File: src/rtl/mem_stage_access_unit.sv
// MEM-stage dcache access sequencer with a per-core LL/SC link register.
// Define LLSC_ATOMIC_EN to build LL/SC semantics; otherwise LL acts as LW and SC as SW.
module mem_stage_access_unit #(
  parameter int AW  = 32,
  parameter int DW  = 32,
  parameter int OFS = 2
) (
  input  logic          CLK,
  input  logic          nRST,
  input  logic          ex_ren,
  input  logic          ex_wen,
  input  logic          ex_atomic,
  input  logic [AW-1:0] ex_addr,
  input  logic [DW-1:0] ex_store,
  input  logic          mem_ack,
  input  logic          dhit,
  input  logic [DW-1:0] dload,
  input  logic          ccinv,
  input  logic [AW-1:0] ccsnoopaddr,
  output logic          dREN,
  output logic          dWEN,
  output logic [AW-1:0] daddr,
  output logic [DW-1:0] dstore,
  output logic          mem_stall,
  output logic          mem_valid,
  output logic [DW-1:0] mem_rdata,
  output logic          link_valid
);
  typedef enum logic [1:0] {IDLE, REQ, SCFAIL, DONE} state_t;
  localparam logic [DW-1:0] SC_OK = {{(DW-1){1'b0}}, 1'b1};

  // Handshake: dREN/dWEN rise one cycle after the request is seen in IDLE and
  // stay stable until the cycle dhit is high; mem_valid holds until mem_ack.
  state_t            state;
  logic              op_rd;
  logic              op_ll;
  logic              op_sc;
  logic              link_v;
  logic [AW-OFS-1:0] link_word;

  logic req_any;
  logic req_rd;
  logic req_ll;
  logic req_sc;
  logic snoop_hit;
  logic snoop_new;
  logic link_miss;

  assign req_any = ex_ren | ex_wen;
  assign req_rd  = ex_ren & ~ex_wen;

`ifdef LLSC_ATOMIC_EN
  logic unused_snoop_ofs;
  assign req_ll     = req_rd & ex_atomic;
  assign req_sc     = ex_wen & ex_atomic;
  assign snoop_hit  = ccinv & link_v & (ccsnoopaddr[AW-1:OFS] == link_word);
  assign snoop_new  = ccinv & (ccsnoopaddr[AW-1:OFS] == daddr[AW-1:OFS]);
  assign link_miss  = ~link_v | (ex_addr[AW-1:OFS] != link_word);
  assign link_valid = link_v;
  assign unused_snoop_ofs = ^ccsnoopaddr[OFS-1:0];
`else
  logic unused_llsc;
  assign req_ll     = 1'b0;
  assign req_sc     = 1'b0;
  assign snoop_hit  = 1'b0;
  assign snoop_new  = 1'b0;
  assign link_miss  = 1'b0;
  assign link_valid = 1'b0;
  assign unused_llsc = ^{ex_atomic, ccinv, ccsnoopaddr, link_v};
`endif

  // Gated by nRST so a reset mid-access releases the pipeline immediately.
  assign mem_stall = nRST & (((state == IDLE) & req_any) | (state == REQ) | (state == SCFAIL));

  always_ff @(posedge CLK or negedge nRST) begin
    if (!nRST) begin
      state     <= IDLE;
      op_rd     <= 1'b0;
      op_ll     <= 1'b0;
      op_sc     <= 1'b0;
      link_v    <= 1'b0;
      link_word <= '0;
      dREN      <= 1'b0;
      dWEN      <= 1'b0;
      daddr     <= '0;
      dstore    <= '0;
      mem_valid <= 1'b0;
      mem_rdata <= '0;
    end else begin
      if (snoop_hit) link_v <= 1'b0;
      case (state)
        IDLE: begin
          if (req_any) begin
            daddr  <= ex_addr;
            dstore <= ex_store;
            op_rd  <= req_rd;
            op_ll  <= req_ll;
            op_sc  <= req_sc;
            if (req_sc && link_miss) begin
              mem_rdata <= '0;
              state     <= SCFAIL;
            end else begin
              dREN  <= req_rd;
              dWEN  <= ex_wen;
              state <= REQ;
            end
          end
        end
        REQ: begin
          if (dhit) begin
            dREN      <= 1'b0;
            dWEN      <= 1'b0;
            mem_valid <= 1'b1;
            mem_rdata <= op_rd ? dload : SC_OK;
            state     <= DONE;
            // A snoop to the same word in the LL completion cycle wins over the set.
            if (op_ll) begin
              link_v    <= ~snoop_new;
              link_word <= daddr[AW-1:OFS];
            end else if (op_sc) begin
              link_v <= 1'b0;
            end else if (!op_rd && (daddr[AW-1:OFS] == link_word)) begin
              link_v <= 1'b0;
            end
          end else if (op_sc && snoop_hit) begin
            dWEN      <= 1'b0;
            mem_rdata <= '0;
            state     <= SCFAIL;
          end
        end
        SCFAIL: begin
          link_v    <= 1'b0;
          mem_rdata <= '0;
          mem_valid <= 1'b1;
          state     <= DONE;
        end
        DONE: begin
          if (mem_ack) begin
            mem_valid <= 1'b0;
            state     <= IDLE;
          end
        end
        default: state <= IDLE;
      endcase
    end
  end
endmodule
File: config.mk
export PLATFORM = sky130hd
export DESIGN_NAME = mem_stage_access_unit
export DESIGN_NICKNAME = d
export VERILOG_FILES = /design/src/rtl/mem_stage_access_unit.sv
export SDC_FILE = /design/constraint.sdc
export NUM_CORES = 1
export LEC_CHECK = 0
export BUFFER_PORTS_ARGS = -buffer_cell sky130_fd_sc_hd__clkbuf_2
export CAP_MARGIN = 20
export CORE_MARGIN = 1.5
export CORE_UTILIZATION = 25
export DETAILED_ROUTE_END_ITERATION = 8
export PLACE_DENSITY = 0.49
export SLEW_MARGIN = 25
export SYNTH_ARGS = -nofsm -noshare
export SYNTH_HDL_FRONTEND = slang
export SYNTH_SLANG_ARGS = --single-unit
File: constraint.sdc
create_clock -name CLK -period 2.45 [get_ports CLK]
set_clock_uncertainty 0.1 [all_clocks]
set_input_delay 0.3675 -clock CLK [delete_from_list [all_inputs] [get_ports CLK]]
set_output_delay 0.3675 -clock CLK [all_outputs]
set_load 0.02 [all_outputs]
==> summary.md, run 1 <==
| Metric | Value |
|---|---|
| Outcome | `finished, final reports clean` |
| Htree depth | `3` |
| Storage element area | `about 0.0026 sq mm` |
| Worst Setup Start Kind | `flop` |
| Initial Utilization | `0.258` |
| Multi-input logic area | `approximately 0.0016 sq mm` |
| Post-placement cell count | `a little over 700` |
| Register bit total from synthesis | `approximately 100` |
| Final setup fails | `0` |
| Post-Syn Area | `0.00432 sq mm` |
| FF-to-FF Start | `state[0]$_DFFE_PN0P_` |
| Max-cap violations | `0` |
| Worst setup EP type | `output port` |
| Final layout net count | `about 650` |
| Worst Setup SP | `state[0]$_DFFE_PN0P_` |
| Hold_buf cts | `0` |
| Hold Vio Cnt, Final | `0` |
| PwrDens | `1440 mW/mm^2` |
| P&R area growth vs syn | `34.3%` |
| DRT antenna net count | `0` |
| Synthesis Warnings | `0` |
| # rows | `47` |
| Post-layout min period | `between 2 and 2.5 ns` |
| Fill cells | `1710` |
| CTS tree | `done` |
| Leak | `just over 3 nW` |
| Synthesized net count | `455` |
| DP Area | `0.00552 sq mm` |
| CTS Buffer Depth | `2` |
| Detailed Route WL | `10.4 mm` |
| Fraction of final layout cells with drive strength greater than 1 | `0.568` |
| I/O Pins | `237` |
| Worst Tran Pin Value | `0.585 ns` |
| Root buffer cell | `clkbuf_16` |
| R2R cell count | `5` |
| First-pass GRT wire length | `16.3 mm` |
| Hold WC Path Type | `in -> async` |
| Total GRT Usage | `0.115` |
| Final core occ | `0.346` |
| Die W | `~130 um` |
| Die ar. | `0.0181 sq mm` |
| FFs w/ async S/R, synth | `1.00` |
| R2R setup slack | `0.44 ns` |
| Initial DRC Count | `81` |
| TNS Setup | `0 ns` |
| GPL Wtd Cong | `0.697` |
| Mapped Cells | `315` |
| Setup Buffers After CTS | `0` |
| Total CTS buffers | `9` |
| Fin crit share | `0.917` |
| DRC Markers | `0` |
| Synth cell types | `29` |
| CTS Sinks | `roughly 100` |
| Crit path kind | `reg -> out` |
| Achievable Freq | `0.445 GHz` |
| CTS resizes | `0` |
| Clock Latency Late Sink | `0.34 ns` |
| RR Endpoint | `dstore[27]$_DFFE_PN0P_` |
| Vias per cell | `4.04` |
| Register area share after synthesis | `0.590` |
| Design area | `just under 0.006 sq mm` |
| Largest net degree at the start of global routing | `103` |
| Reg clk slew, reported paths | `0.07 ns` |
| Diodes inserted | `0` |
| Predominant post-synthesis flop cell | `dfrtp_1` |
| Peak supply drop | `0.757 mV` |
| Hold WS | `approximately 0.012 ns` |
| TritonRoute pass-1 iters | `4` |
| CORE AREA | `0.0168 sq mm` |
| DP Wirelength | `around 7.4 mm` |
| CP max FO | `9` |
| WL/cell | `roughly 14 um` |
| Fin cells | `738` |
| Initial antenna violation count | `0` |
| Slew HR | `0.610` |
| Syn avg cell area | `13.7 sq um` |
| Gr ovfl total | `0` |
| Post-synth EDFFs | `0` |
| Chip height | `135 um` |
| CP Data Required Time | `1.98 ns` |
| Routed via count | `2983` |
| Arrival time worst endpoint | `1.78 ns` |
| Number of global-route vias before repair | `3192` |
| Max-slew violations | `0` |
| # port buffers | `201` |
| RSZ-0062 raised after global routing | `no` |
[metal layers]
layer	GRT usage	wire, um
met1	0.144	4610
met2	0.182	4880
met4	0.0436	221
met3	0.0420	637
met5	0	0
[cell usage in the layout (no fill, tap or decap), types with 2 or more instances in the layout]
cell	count
nand2b_1	2
nand2_1	64
clkbuf_2	200
clkbuf_16	9
dfrtp_1	102
nor2_1	2
o31ai_1	3
ha_1	4
o21ai_2	5
mux2i_1	2
mux2_2	15
a21oi_1	2
buf_12	4
buf_4	2
o21ai_0	28
inv_1	4
mux2_4	49
nor2b_1	2
[Yosys cell counts, types with 2 or more instances]
cell type / n / area [sq um]
dfrtp_1: 102 / 2550
nand2_1: 64 / 240
mux2_4: 49 / 736
o21ai_0: 28 / 140
mux2_2: 15 / 169
buf_6: 12 / 135
o21ai_2: 6 / 52.6
ha_1: 4 / 50.1
inv_1: 4 / 15.0
buf_2: 3 / 15.0
nor2b_1: 3 / 18.8
o31ai_1: 3 / 22.5
a21oi_1: 2 / 10.0
buf_4: 2 / 15.0
mux2i_1: 2 / 20.0
nand2b_1: 2 / 12.5
nor2_1: 2 / 7.51
[stage by stage]
stage	total power, mW	setup WS, ns
2_1_floorplan	5.80	0.366
3_3_place_gp	6.97	0.494
3_5_place_dp	7.06	0.461
4_1_cts	8.52	0.144
5_1_grt	8.93	0.0401
6_report	8.34	0.202
[layout make-up]
cell class / instances / share of cell area
sequential: 102 / 0.440
timing repair buffer: 206 / 0.189
clock inverter: 5 / 0.00711
tap: 220 / 0.0474
clock buffer: 11 / 0.0418
multi-input combinational: 190 / 0.273
inverter: 4 / 0.00259
[how the worst max path moves through the flow]
stage	end	slack (ns)	depth (start not counted)
2_1_floorplan	mem_stall	0.37	7
3_3_place_gp	dstore[30]$_DFFE_PN0P_	0.49	5
3_5_place_dp	dstore[27]$_DFFE_PN0P_	0.46	5
4_1_cts	mem_stall	0.14	5
5_1_grt	mem_stall	0.04	5
6_report	mem_stall	0.20	5
[flip-flops by register name (all words and copies together) (netlist names)]
register and cells:
dREN 1, dWEN 1, daddr 32, dstore 32
mem_rdata 32, mem_valid 1, op_rd 1, state 2
[power by group]
part           total, mW  switching [mW]  internal (mW)
clock               1.39           0.663          0.729
combinational       4.00            2.26           1.74
sequential          2.95           0.444           2.51
total               8.34            3.36           4.98
[worst max-delay path, cell delays in order, from the launching register on]
cell      delay, ns
dfrtp_1        0.41
inv_1          0.12
ha_1           0.39
o21ai_4        0.12
a21boi_0       0.20
clkbuf_2       0.20
[logic make-up (layout without fill, tap and decap cells)]
kind of cell             Yosys count  after routing  share of synthesized area
adder cells (fa/ha/maj)            4              4                     0.0116
AO/OA/AOI/OAI                     42             42                     0.0587
other                              1              1                   0.000867
flip-flops                       102            102                      0.590
multiplexers                      68             68                      0.222
buffers and inverters             23            226                     0.0460
AND/OR/NAND/NOR                   75             75                     0.0709
(Power assumes the default switching activity.)
==> run 2: changes to the inputs <==
Settings changed: HOLD_SLACK_MARGIN from default to 0.06, PLACE_DENSITY 0.49 to 0.54.
==> run 2 against run 1 <==
Effect of this change: wire length is 1.4% higher; hold slack better by 0.13 ns; setup slack better by 0.0050 ns; combinational power hardly changed; critical path depth stayed put; final cell count is 0.27% higher; first-iteration DRC count is 28% higher; largest cell class unchanged.
==> summary.md, run 2 (synthesis results as in run 1) <==
| Metric | Value |
|---|---|
| Outcome | `finished, final reports clean` |
| Max-slew violations | `0 (unchanged)` |
| CTS Buffer Depth | `2 (unchanged)` |
| Final core occ | `0.349 (+0.00246)` |
| Hold Startpoint | `dload[22]` |
| # rows | `47 (unchanged)` |
| DP Wirelength | `7.67 mm (+3.6%)` |
| Total CTS buffers | `9 (unchanged)` |
| Initial DRC Count | `104 (+28%)` |
| Detailed Route WL | `10.5 mm (+1.4%)` |
| Largest net degree at the start of global routing | `103 (unchanged)` |
| Worst setup EP type | `output port` |
| Total GRT Usage | `0.115 (-0.000158)` |
| Root buffer cell | `clkbuf_16` |
| Worst path cell trace | `inv_1, ha_2, o21ai_4, a21boi_0, clkbuf_2` |
| R2R cell count | `5 (unchanged)` |
| Crit path buf inv count | `2 (unchanged)` |
| Die ar. | `0.0181 sq mm (unchanged)` |
| I/O Pins | `237 (unchanged)` |
| Most frequent cells in the layout | `clkbuf_2 (200), dfrtp_1 (102), nand2_1 (64)` |
| Worst Setup Start Kind | `flop` |
| WHS Endpoint | `mem_rdata[22]$_DFFE_PN0P_` |
| CTS Sinks | `102 (unchanged)` |
| Htree depth | `3 (unchanged)` |
| Hold WC Path Type | `in -> reg` |
| Gr ovfl total | `0 (unchanged)` |
| # port buffers | `201 (unchanged)` |
| Internal power | `5.06 mW (+1.5%)` |
| Reg clk slew, reported paths | `0.07 ns (about the same)` |
| Reg power frac | `0.349 (-0.005)` |
| Initial antenna violation count | `0 (unchanged)` |
| Worst Hold Depth | `3` |
| Arrival time worst endpoint | `1.78 ns (about the same)` |
| Sw Ratio | `0.402 (-0.000797)` |
| GPL Wtd Cong | `0.721 (+3.5%)` |
| Most common cell after layout, fill and taps aside | `clkbuf_2` |
| Crit-path slowest cell | `dfrtp_1` |
| Hold Vio Cnt, Final | `0 (unchanged)` |
| Achievable Freq | `0.446 GHz (+0.22%)` |
| TNS Setup | `0 ns (unchanged)` |
| CP top delay family | `flip-flops` |
| Fraction of final layout cells with drive strength greater than 1 | `0.571 (+0.00359)` |
| Largest registers | `daddr x32, dstore x32, mem_rdata x32` |
| WL/cell | `14.2 um (+1.2%)` |
| Routed via count | `3027 (+1.5%)` |
| CP max FO | `9 (unchanged)` |
| Leak | `3.11 nW (+0.58%)` |
| DRT antenna net count | `0 (unchanged)` |
| Max-cap violations | `0 (unchanged)` |
| Logic pwr share | `0.474 (-0.005)` |
| Post-layout min period | `2.24 ns (-0.00505 ns)` |
| DRC Markers | `0 (unchanged)` |
| Diodes inserted | `0 (unchanged)` |
| Chip height | `135 um (unchanged)` |
| Final layout net count | `655 (+0.31%)` |
| PwrDens | `1450 mW/mm^2 (+0.67%)` |
| Fin crit share | `0.915 (-0.00206)` |
| CP max stage delay | `0.41 ns (about the same)` |
| First-pass GRT wire length | `16.3 mm (about the same)` |
| RSZ-0062 raised after global routing | `no` |
| P&R area growth vs syn | `35.2%` |
| Clock Latency Late Sink | `0.34 ns (about the same)` |
| CTS tree | `done` |
| Die W | `135 um (unchanged)` |
| Final setup fails | `0 (unchanged)` |
| CP Data Required Time | `1.98 ns (about the same)` |
| Slew HR | `0.639 (+0.0287)` |
| Initial Utilization | `0.258 (unchanged)` |
| FF-to-FF Start | `state[1]$_DFFE_PN0P_` |
| Number of global-route vias before repair | `3182 (-0.31%)` |
| CORE AREA | `0.0168 sq mm (unchanged)` |
| Crit path kind | `reg -> out` |
| Peak supply drop | `0.555 mV (-27%)` |
| Clock share of power | `0.177 (+0.010)` |
| Vias per cell | `4.09 (+1.2%)` |
| Psw | `3.40 mW (+1.2%)` |
| Worst Tran Pin Value | `0.542 ns (-0.0431 ns)` |
| R2R setup slack | `0.49 ns (+0.05 ns)` |
| TritonRoute pass-1 iters | `6 (+2)` |
| RR Endpoint | `mem_rdata[7]$_DFFE_PN0P_` |
[run 2: what timing repair did]
| action | 4_1_cts | 5_1_grt |
|---|---|---|
| endpoints found under the setup margin | 0 | 1 |
| setup buffers | 0 | 0 |
| gates resized for setup | 0 | 1 |
| endpoints found under the hold margin | 19 | 0 |
| hold buffers | 1 | 0 |
[run 2: cell type report]
| class | count | area, sq um |
|---|---|---|
| Tap cell | 220 | 275 |
| Clock buffer | 9 | 225 |
| Multi-Input combinational cell | 190 | 1590 |
| Clock inverter | 7 | 92.6 |
| Timing Repair Buffer | 208 | 1100 |
| Inverter | 4 | 15.0 |
| Sequential cell | 102 | 2550 |
| Fill cell | 1660 | 10900 |
[run 2: per-layer routing]
| layer | up-vias | part of all wire | GRT usage |
|---|---|---|---|
| li1 | 1453 | - | - |
| met1 | 1464 | 0.42 | 0.138 |
| met2 | 97 | 0.51 | 0.197 |
| met3 | 13 | 0.045 | 0.0282 |
| met4 | 0 | 0.019 | 0.0508 |
| met5 | - | 0 | 0 |
[run 2: worst register-to-register path, stage by stage, from the launching register on]
cell	delay [ns]
dfrtp_1	0.41
inv_1	0.09
ha_1	0.36
mux2i_4	0.47
buf_12	0.27
o21ai_0	0.14
[run 2: power groups by stage]
stage | Sequential [mW] | Combinational (mW) | Clock, mW
2_1_floorplan | 3.93 | 1.88 | 0
3_3_place_gp | 2.94 | 4.00 | 0
3_5_place_dp | 2.98 | 4.06 | 0
4_1_cts | 2.96 | 4.08 | 1.58
5_1_grt | 3.06 | 4.32 | 1.63
6_report | 2.95 | 4.01 | 1.50
[run 2: worst max path at each step]
stage / from / end / cells after the start
final: state[0]$_DFFE_PN0P_ / mem_stall / 5
after global routing: state[0]$_DFFE_PN0P_ / mem_stall / 5
after CTS: state[0]$_DFFE_PN0P_ / mem_stall / 5
after detailed placement: state[0]$_DFFE_PN0P_ / dstore[29]$_DFFE_PN0P_ / 5
after global placement: state[0]$_DFFE_PN0P_ / dstore[28]$_DFFE_PN0P_ / 5
after floorplan: state[0]$_DFFE_PN0P_ / mem_stall / 7
[run 2: per-stage QoR]
step           hold slack [ns]  setup WS, ns  total power [mW]  instances  instance area (sq um)
2_1_floorplan          -0.0281         0.366              5.80        315                   4320
3_3_place_gp             0.364         0.455              6.94        723                   5520
3_5_place_dp             0.369         0.387              7.04        723                   5520
4_1_cts                  0.117        0.0186              8.61        740                   5840
5_1_grt                  0.123        0.0613              9.01        740                   5850
6_report                 0.138         0.207              8.46        740                   5850
==> run 3: changes to the inputs <==
Clock period 2.45 ns to 2.7 ns, I/O delays scaled along.
==> run 3 against run 2 <==
Effect of this change: global-route usage decreased by 0.051 points; die area unchanged; wire length decreased by 3.2%; hold slack got worse by 0.077 ns; sequential power decreased by 9.2%; register-to-register slack better by 0.14 ns; non-clock buffer count is 2 lower; via count fell by 0.79%; final cell count is 0.27% lower; sequential share of layout area up 0.33 points.
==> summary.md, run 3 (synthesis results as in run 1) <==
| Metric | Value |
|---|---|
| Root buffer cell | `clkbuf_16` |
| Crit path kind | `reg -> out` |
| Slew HR | `0.474 (-0.165)` |
| CTS resizes | `0 (unchanged)` |
| Metal-1 WL | `4.34 mm (-2.1%)` |
| DRC Markers | `0 (unchanged)` |
| Outcome | `finished, final reports clean` |
| Met2 WL | `4.98 mm (-7.7%)` |
| Chip height | `135 um (unchanged)` |
| Vias per cell | `4.07 (-0.52%)` |
| CTS Buffer Depth | `2 (unchanged)` |
| First-pass GRT wire length | `16.1 mm (-0.93%)` |
| R2R cell count | `5 (unchanged)` |
| # rows | `47 (unchanged)` |
| Reg clk slew, reported paths | `0.07 ns (about the same)` |
| Largest registers | `daddr x32, dstore x32, mem_rdata x32` |
| DP Area | `0.00550 sq mm (-0.36%)` |
| Worst Tran Pin Value | `0.789 ns (+0.247 ns)` |
| Fill cells | `1682 (+1.3%)` |
| FF-to-FF Start | `state[1]$_DFFE_PN0P_` |
| Total CTS buffers | `9 (unchanged)` |
| TritonRoute pass-1 iters | `4 (-2)` |
| Largest net degree at the start of global routing | `64 (-38%)` |
| DRT antenna net count | `0 (unchanged)` |
| Fraction of final layout cells with drive strength greater than 1 | `0.569 (-0.00166)` |
| Place WS | `0.584 ns (+0.197 ns)` |
| P&R area growth vs syn | `34.2%` |
| Setup Buffers After CTS | `0 (unchanged)` |
| DR WL met3 | `578 um (+23%)` |
| CORE AREA | `0.0168 sq mm (unchanged)` |
| Hold WC Path Type | `in -> async` |
| Detailed Route WL | `10.2 mm (-3.2%)` |
| Multi-input logic area | `0.00158 sq mm (-0.16%)` |
| CP max FO | `9 (unchanged)` |
| Initial antenna violation count | `0 (unchanged)` |
| RR Endpoint | `mem_rdata[12]$_DFFE_PN0P_` |
| Post-layout min period | `2.34 ns` |
| CP top delay family | `flip-flops` |
| Diodes inserted | `0 (unchanged)` |
| Initial DRC Count | `68 (-35%)` |
| Most common cell after layout, fill and taps aside | `clkbuf_2` |
| Worst setup EP type | `output port` |
| Die W | `135 um (unchanged)` |
| Number of global-route vias before repair | `3120 (-1.9%)` |
| Max-cap violations | `0 (unchanged)` |
| WL/cell | `13.8 um (-2.9%)` |
| CP Data Required Time | `2.19 ns (+0.21 ns)` |
| Arrival time worst endpoint | `1.83 ns (+0.05 ns)` |
| Clock Latency Late Sink | `0.34 ns (about the same)` |
| Most frequent cells in the layout | `clkbuf_2 (200), dfrtp_1 (102), nand2_1 (64)` |
| Final worst slack | `0.362 ns (+0.155 ns)` |
| Die ar. | `0.0181 sq mm (unchanged)` |
| GPL Wtd Cong | `0.726 (+0.71%)` |
| Max Used Layer | `met4` |
| Total GRT Usage | `0.115 (-0.000509)` |
| Routed via count | `3003 (-0.79%)` |
| Hold_buf cts | `0 (-1)` |
| R2R setup slack | `0.63 ns (+0.14 ns)` |
| TNS Setup | `0 ns (unchanged)` |
| CP max stage delay | `0.41 ns (about the same)` |
| Max-slew violations | `0 (unchanged)` |
| # port buffers | `201 (unchanged)` |
| Design area | `0.00580 sq mm (-0.75%)` |
| PwrDens | `1310 mW/mm^2 (-9.4%)` |
| Final layout net count | `653 (-0.31%)` |
| CTS Sinks | `102 (unchanged)` |
| I/O Pins | `237 (unchanged)` |
| Final setup fails | `0 (unchanged)` |
| RSZ-0062 raised after global routing | `no` |
| Storage element area | `0.00255 sq mm (unchanged)` |
| Leak | `3.10 nW (-0.43%)` |
| Worst path cell trace | `inv_1, ha_1, o21ai_4, a21boi_0, clkbuf_2` |
| Fin crit share | `0.866` |
| Crit-path slowest cell | `dfrtp_1` |
| Achievable Freq | `0.428 GHz` |
| Peak supply drop | `0.472 mV (-15%)` |
| Hold Vio Cnt, Final | `0 (unchanged)` |
| Worst Setup Start Kind | `flop` |
| Crit path buf inv count | `2 (unchanged)` |
| Gr ovfl total | `0 (unchanged)` |
| Initial Utilization | `0.258 (unchanged)` |
| Htree depth | `3 (unchanged)` |
| DP Wirelength | `7.68 mm (+0.12%)` |
| CTS tree | `done` |
-- run 3: changes by cell type in the layout (fill, tap and decap cells not counted), sizes merged --
cell	delta
clkinv	-1
buf	-1
inv	+1
dlygate4sd3	-1
-- run 3: final cells by class --
| cell class | instances | area share |
|---|---|---|
| Sequential cell | 102 | 0.440 |
| Inverter | 4 | 0.00259 |
| Clock inverter | 7 | 0.0140 |
| Timing Repair Buffer | 206 | 0.185 |
| Multi-Input combinational cell | 190 | 0.273 |
| Clock buffer | 9 | 0.0388 |
| Tap cell | 220 | 0.0474 |
-- run 3: worst max-delay path by stage --
stage / depth (start not counted) / slack (ns) / to / from
after floorplan: 7 / 0.58 / mem_stall / state[0]$_DFFE_PN0P_
after global placement: 5 / 0.66 / mem_rdata[1]$_DFFE_PN0P_ / state[1]$_DFFE_PN0P_
after detailed placement: 5 / 0.58 / mem_rdata[12]$_DFFE_PN0P_ / state[1]$_DFFE_PN0P_
after CTS: 5 / 0.32 / mem_stall / state[0]$_DFFE_PN0P_
after global routing: 5 / 0.14 / mem_stall / state[0]$_DFFE_PN0P_
final: 5 / 0.36 / mem_stall / state[0]$_DFFE_PN0P_
-- run 3: stage by stage --
step                 util  hold slack (ns)  std cells  total power, mW
finish              0.346           0.0611        738             7.61
global route        0.346           0.0942        738             8.14
CTS                 0.346           0.0706        738             7.76
detailed placement  0.328            0.370        722             6.37
global placement    0.328            0.365        722             6.28
floorplan               -          0.00941        315             5.27
-- run 3: worst reg2reg max path, cell delays in order (launching register included) --
cell	delay, ns
dfrtp_1	0.42
inv_1	0.09
ha_1	0.35
mux2i_4	0.55
buf_12	0.28
o21ai_0	0.15
-- run 3: power breakdown --
| group | leakage (nW) | switching (mW) | total [mW] | internal [mW] |
|---|---|---|---|---|
| sequential | 1.26 | 0.406 | 2.68 | 2.28 |
| combinational | 1.69 | 2.05 | 3.60 | 1.55 |
| clock | 0.152 | 0.591 | 1.32 | 0.734 |
| total | 3.10 | 3.05 | 7.61 | 4.56 |
-- run 3: metal layers --
| metal | GRT usage | vias to the layer above |
|---|---|---|
| li1 | - | 1456 |
| met1 | 0.139 | 1436 |
| met2 | 0.189 | 96 |
| met3 | 0.0315 | 15 |
| met4 | 0.0520 | 0 |
| met5 | 0 | - |
